==> config.mk <==
export PLATFORM = sky130hd
export DESIGN_NAME = serial_add_ctrl_flat
export DESIGN_NICKNAME = d
export VERILOG_FILES = /design/src/rtl/serial_add_ctrl_if.sv /design/src/rtl/serial_add_ctrl.sv /design/src/flat_wrapper.sv
export SDC_FILE = /design/constraint.sdc
export NUM_CORES = 1
export LEC_CHECK = 0
export CORE_ASPECT_RATIO = 1.1
export CORE_MARGIN = 2
export CORE_UTILIZATION = 40
export CTS_BUF_LIST = sky130_fd_sc_hd__clkbuf_16
export DETAILED_ROUTE_END_ITERATION = 8
export PLACE_DENSITY = 0.69
export SETUP_SLACK_MARGIN = 0.5
export SYNTH_ARGS = -nofsm -noshare
export SYNTH_HDL_FRONTEND = slang
export SYNTH_HIERARCHICAL = 1
export SYNTH_SLANG_ARGS = --single-unit
==> constraint.sdc <==
create_clock -name clk -period 1.15 [get_ports clk]
set_input_delay 0.115 -clock clk [delete_from_list [all_inputs] [get_ports clk]]
set_output_delay 0.115 -clock clk [all_outputs]
set_load 0.1 [all_outputs]
==> src/rtl/serial_add_ctrl_if.sv <==
//------------------------------------------------------------------------------
// Module   : serial_add_ctrl_if
// Purpose  : Operand/result handshake bundle for the bit-serial adder.
// Revision : 1.0
//------------------------------------------------------------------------------
`timescale 1ns/1ps
`default_nettype none

interface serial_add_ctrl_if #(
   parameter int WIDTH = 8
);
   logic             in_valid;
   logic             in_ready;
   logic [WIDTH-1:0] in_a;
   logic [WIDTH-1:0] in_b;
   logic             out_valid;
   logic             out_ready;
   logic [WIDTH-1:0] out_sum;
   logic             out_carry;
   logic             busy;

   // The producer/consumer side that drives operands and accepts results.
   modport master (
      output in_valid,
      output in_a,
      output in_b,
      output out_ready,
      input  in_ready,
      input  out_valid,
      input  out_sum,
      input  out_carry,
      input  busy
   );

   // The adder side.
   modport slave (
      input  in_valid,
      input  in_a,
      input  in_b,
      input  out_ready,
      output in_ready,
      output out_valid,
      output out_sum,
      output out_carry,
      output busy
   );
endinterface

`default_nettype wire

==> src/rtl/serial_add_ctrl.sv <==
//------------------------------------------------------------------------------
// Module   : serial_add_ctrl (with helper half_adder)
// Purpose  : Bit-serial adder, one full-adder step per clock, valid/ready I/O.
// Revision : 1.0
//------------------------------------------------------------------------------
`timescale 1ns/1ps
`default_nettype none

module half_adder (
   input  wire logic a_i,
   input  wire logic b_i,
   output logic      sum_o,
   output logic      carry_o
);
   // One-hot decode of the three non-zero input codes {a,b} = 01, 10, 11.
   logic [2:0] w_dec;

   assign w_dec   = {a_i & b_i, a_i & ~b_i, ~a_i & b_i};
   assign sum_o   = w_dec[0] | w_dec[1];
   assign carry_o = w_dec[2];
endmodule

module serial_add_ctrl #(
   parameter int WIDTH = 8
) (
   input  wire logic         clk,
   input  wire logic         rst,
   serial_add_ctrl_if.slave  bus
);
   localparam int              CNT_W    = (WIDTH > 1) ? $clog2(WIDTH) : 1;
   localparam logic [CNT_W-1:0] CNT_LAST = CNT_W'(WIDTH - 1);

   typedef enum logic [1:0] {
      IDLE = 2'd0,
      RUN  = 2'd1,
      DONE = 2'd2
   } state_t;

   state_t           state_q, state_d;
   logic [WIDTH-1:0] a_q,     a_d;
   logic [WIDTH-1:0] b_q,     b_d;
   logic [WIDTH-1:0] res_q,   res_d;
   logic [WIDTH-1:0] sum_q,   sum_d;
   logic             carry_q, carry_d;
   logic             cout_q,  cout_d;
   logic [CNT_W-1:0] cnt_q,   cnt_d;

   logic             w_ha1_sum;
   logic             w_ha1_carry;
   logic             w_ha2_sum;
   logic             w_ha2_carry;
   logic             w_carry_next;
   logic [WIDTH-1:0] w_res_shift;

   half_adder u_ha1 (
      .a_i     (a_q[0]),
      .b_i     (b_q[0]),
      .sum_o   (w_ha1_sum),
      .carry_o (w_ha1_carry)
   );

   half_adder u_ha2 (
      .a_i     (w_ha1_sum),
      .b_i     (carry_q),
      .sum_o   (w_ha2_sum),
      .carry_o (w_ha2_carry)
   );

   assign w_carry_next = w_ha1_carry | w_ha2_carry;
   assign w_res_shift  = {w_ha2_sum, res_q[WIDTH-1:1]};

   always_ff @(posedge clk) begin
      if (rst) begin
         state_q <= IDLE;
         a_q     <= '0;
         b_q     <= '0;
         res_q   <= '0;
         sum_q   <= '0;
         carry_q <= 1'b0;
         cout_q  <= 1'b0;
         cnt_q   <= '0;
      end else begin
         state_q <= state_d;
         a_q     <= a_d;
         b_q     <= b_d;
         res_q   <= res_d;
         sum_q   <= sum_d;
         carry_q <= carry_d;
         cout_q  <= cout_d;
         cnt_q   <= cnt_d;
      end
   end

   always_comb begin
      state_d = state_q;
      a_d     = a_q;
      b_d     = b_q;
      res_d   = res_q;
      sum_d   = sum_q;
      carry_d = carry_q;
      cout_d  = cout_q;
      cnt_d   = cnt_q;

      unique case (state_q)
         IDLE: begin
            if (bus.in_valid) begin
               a_d     = bus.in_a;
               b_d     = bus.in_b;
               res_d   = '0;
               carry_d = 1'b0;
               cnt_d   = '0;
               state_d = RUN;
            end
         end

         RUN: begin
            res_d   = w_res_shift;
            carry_d = w_carry_next;
            a_d     = {1'b0, a_q[WIDTH-1:1]};
            b_d     = {1'b0, b_q[WIDTH-1:1]};
            cnt_d   = cnt_q + CNT_W'(1);
            // Last bit: publish the shifted result, not the stale res_q.
            if (cnt_q == CNT_LAST) begin
               sum_d   = w_res_shift;
               cout_d  = w_carry_next;
               state_d = DONE;
            end
         end

         DONE: begin
            if (bus.out_ready) begin
               state_d = IDLE;
            end
         end

         default: begin
            state_d = IDLE;
         end
      endcase
   end

   assign bus.in_ready  = (state_q == IDLE);
   assign bus.out_valid = (state_q == DONE);
   assign bus.busy      = (state_q != IDLE);
   assign bus.out_sum   = sum_q;
   assign bus.out_carry = cout_q;
endmodule

`default_nettype wire
==> src/flat_wrapper.sv <==
// flat-port wrapper written by rule: the top's interface ports become plain ports
module serial_add_ctrl_flat 
#(
   parameter int WIDTH = 8
)
  (clk, rst, bus_in_valid, bus_in_a, bus_in_b, bus_out_ready, bus_in_ready, bus_out_valid, bus_out_sum, bus_out_carry, bus_busy);
  serial_add_ctrl_if #(.WIDTH(WIDTH)) bus_i ();
  input  wire logic clk;
  input  wire logic rst;
  input wire logic [$bits(bus_i.in_valid)-1:0] bus_in_valid;
  input wire logic [$bits(bus_i.in_a)-1:0] bus_in_a;
  input wire logic [$bits(bus_i.in_b)-1:0] bus_in_b;
  input wire logic [$bits(bus_i.out_ready)-1:0] bus_out_ready;
  output wire logic [$bits(bus_i.in_ready)-1:0] bus_in_ready;
  output wire logic [$bits(bus_i.out_valid)-1:0] bus_out_valid;
  output wire logic [$bits(bus_i.out_sum)-1:0] bus_out_sum;
  output wire logic [$bits(bus_i.out_carry)-1:0] bus_out_carry;
  output wire logic [$bits(bus_i.busy)-1:0] bus_busy;
  assign bus_i.in_valid = bus_in_valid;
  assign bus_i.in_a = bus_in_a;
  assign bus_i.in_b = bus_in_b;
  assign bus_i.out_ready = bus_out_ready;
  assign bus_in_ready = bus_i.in_ready;
  assign bus_out_valid = bus_i.out_valid;
  assign bus_out_sum = bus_i.out_sum;
  assign bus_out_carry = bus_i.out_carry;
  assign bus_busy = bus_i.busy;
  serial_add_ctrl #(.WIDTH(WIDTH)) u_core (.clk(clk), .rst(rst), .bus(bus_i));
endmodule
==> impl_metrics.json <==
{
  "tritoncts": "yes",
  "cts_hold_buf": 0,
  "io_buffer_count": 31,
  "cts_max_level": 2,
  "stdcell_count": 268,
  "num_vias": 1386,
  "synth.avg_cell_area_um2": 9.68,
  "cpMostUsedCell": "buf_6",
  "design.core.area_um2": 3900,
  "synth_seq_area_share": 0.476,
  "syn_to_final_growth_pct": 64.0,
  "status": "finished, violations left",
  "slew_viol_final": 0,
  "viasPerCell": 5.17,
  "wire_per_inst_um": 13.6,
  "die_area_um2": 4520,
  "ant_nets": 0,
  "crit_family": "buffers and inverters",
  "antenna_cells": 0,
  "synth_area_leaders": "dfxtp_1, o221a_1, a21oi_2, a21oi_1, a22oi_1",
  "power.density_nw_per_um2": 1210,
  "ys_warn_count": 6,
  "relSlewSlack": 0.753,
  "final_util": 0.671,
  "rows": 24,
  "layout_min_cycle_time_ps": 1270,
  "antenna_found_initial": 0,
  "worstPathCellList": "buf_6 > nor2_4 > buf_6 > inv_4 > buf_12",
  "syn_area_um2": 1600,
  "critPathArrivalTime_ps": 1160,
  "grt_pass1_vias": 1385,
  "wirelength_um": 3640,
  "drcViolationCount": 0,
  "dr.pass1.iters": 4,
  "rsz0062_at_grt": "true",
  "cap_viol_max_count": 0,
  "timing.final.ws_setup_ps": -120,
  "drive_gt1_frac": 0.495,
  "violations": "setup timing",
  "p_total_mw": 3.18,
  "required_ps": 1030,
  "p_leak_nw": 0.952,
  "cts.sinks": 38,
  "ys_seq_elements": 38,
  "fin_worst_skew_ps": 4.26,
  "initial_utilization": 0.409,
  "worst_pin_slew_ps": 370,
  "fmax_mhz": 787,
  "worst-path-max-fanout": 4,
  "grt_max_degree": 29,
  "post-synth-top-area-cell": "dfxtp_1",
  "die_height_um": 70.3,
  "synth_top_area_frac": 0.476,
  "start_kind": "flop",
  "place_congestion": 0.740,
  "numCtsBuffers": 5,
  "clk_latency_ps": 270,
  "cts_root_buffer": "clkbuf_16",
  "worstHoldStart": "bus_out_ready",
  "syn_inst": 165,
  "worstSetupPathType": "reg2out",
  "first_iter_violations": 62,
  "setup-violations-final": 23,
  "die_w_um": 64.3,
  "ios": 32,
  "grt_use_total": 0.169,
  "fin_crit_sh": 1.10,
  "synth_nets": 189,
  "grt-ovfl-total": 0,
  "cp.buffers_inverters": 4,
  "cp-end-kind": "output pin",
  "clk_pin_slew_worst_paths_ps": 50,
  "dpl.hpwl_um": 2420,
  "critical-path-max-stage-delay_ps": 350,
  "peakVddDrop_mv": 0.704,
  "grt_pass1_wl_um": 5990,
  "final-hold-violation-count": 0,
  "slowest_stage": "dfxtp_4",
  "hp-class": "in2reg",
  "placed_cells": 252,
  "startpoint": "u_core/state_q[0]",
  "yosysUniqueCellTypes": 28,
  "fin_nets": 239,
  "hold-worst-slack_ps": 483,
  "r2r-start": "u_core/cnt_q[1]",
  "cts_max_path_buffers": 2
}
cell usage after synthesis:
library cell	number
dfxtp_1	38
inv_1	16
a21oi_1	15
nor2_1	13
a21oi_2	10
o221a_1	10
a22oi_1	9
nand2_1	9
nand3_1	8
buf_6	4
ha_1	4
o221a_2	4
buf_2	3
clkbuf_1	3
nor3_1	3
a32oi_1	2
buf_4	2
nor2_2	2
a211oi_1	1
buf_8	1
mux2i_1	1
nand2_2	1
nand2b_1	1
nand3b_1	1
nor2b_1	1
nor2b_4	1
o21ai_0	1
o21bai_1	1
area by class of cell:
class | count | area [um2]
clock buffers | 5 | 125
clock inverters | 3 | 13.8
fillers | 279 | 1280
inverters | 16 | 62.6
multi-input cells | 98 | 855
flip-flops and latches | 38 | 807
well taps | 52 | 65.1
repair buffers | 56 | 692
timing repair:
item	4_1_cts	5_1_grt
endpoints found under the setup margin	50	50
cloned	1	0
resized for setup	19	14
setup buffers	6	1
pin swaps	7	7
per-layer routing:
metal | vias to the layer above | share of wire | wire length (um) | track usage
met3 | 7 | 0.049 | 178 | 0.0338
met4 | 0 | 0.018 | 67 | 0.0780
met2 | 39 | 0.52 | 1880 | 0.295
li1 | 687 | - | - | -
met1 | 653 | 0.42 | 1520 | 0.197
met5 | - | 0 | 0 | 0
cells in the final DEF (no fill, tap or decap), drive strengths merged:
master	instances
a211oi	1
a21oi	25
a22oi	9
a32oi	2
buf	37
clkbuf	5
clkdlybuf4s50	19
clkinv	2
dfxtp	38
ha	4
inv	17
mux2i	1
nand2	10
nand2b	1
nand3	8
nand3b	1
nor2	15
nor2b	2
nor3	3
o21ai	1
o21bai	1
o221a	14
logic make-up after synthesis:
group                    synth area share
adder cells (fa/ha/maj)            0.0313
flip-flops                          0.476
AO/OA/AOI/OAI                       0.266
buffers and inverters               0.101
AND/OR/NAND/NOR                     0.119
multiplexers                      0.00626
per-stage QoR:
| stage | instance area, um2 | setup WS [ps] | setup TNS, ps |
|---|---|---|---|
| final | 2620 | -120 | -1010 |
| after global routing | 2620 | -160 | -3260 |
| after CTS | 2560 | -113 | -800 |
| after detailed placement | 2300 | -403 | -6910 |
| after global placement | 2300 | -359 | -6130 |
| after floorplan | 1750 | -500 | -6570 |
sequential cells by signal, indices dropped and copies added, names as in the netlist:
register and count:
u_core/a_q 8, u_core/b_q 8, u_core/bus.out_sum 8, u_core/res_q 7, u_core/cnt_q 3, u_core/state_q 2, u_core/bus.out_carry 1, u_core/carry_q 1
power breakdown:
part / switching, mW / total, mW / internal, mW
clock: 0.482 / 1.27 / 0.785
sequential: 0.0426 / 1.40 / 1.36
combinational: 0.242 / 0.512 / 0.270
total: 0.767 / 3.18 / 2.41
path summary, 6_finish.rpt:
check | endpoint | slack (ps) | cells after the start
setup reg to reg | u_core/bus.out_sum[6] | -80 | 6
hold / removal | u_core/state_q[1] | 480 | 3
hold reg to reg | u_core/bus.out_sum[0] | 490 | 2
setup / recovery | bus_busy | -120 | 5
worst register-to-register path, cell delays in order, from the launching register on:
cell and delay, ps:
dfxtp_2 330, ha_4 160, ha_4 160, nand3b_1 180, buf_6 160, nand2_1 70
a21oi_2 110
Note: power is estimated with default switching activity, not from simulation.
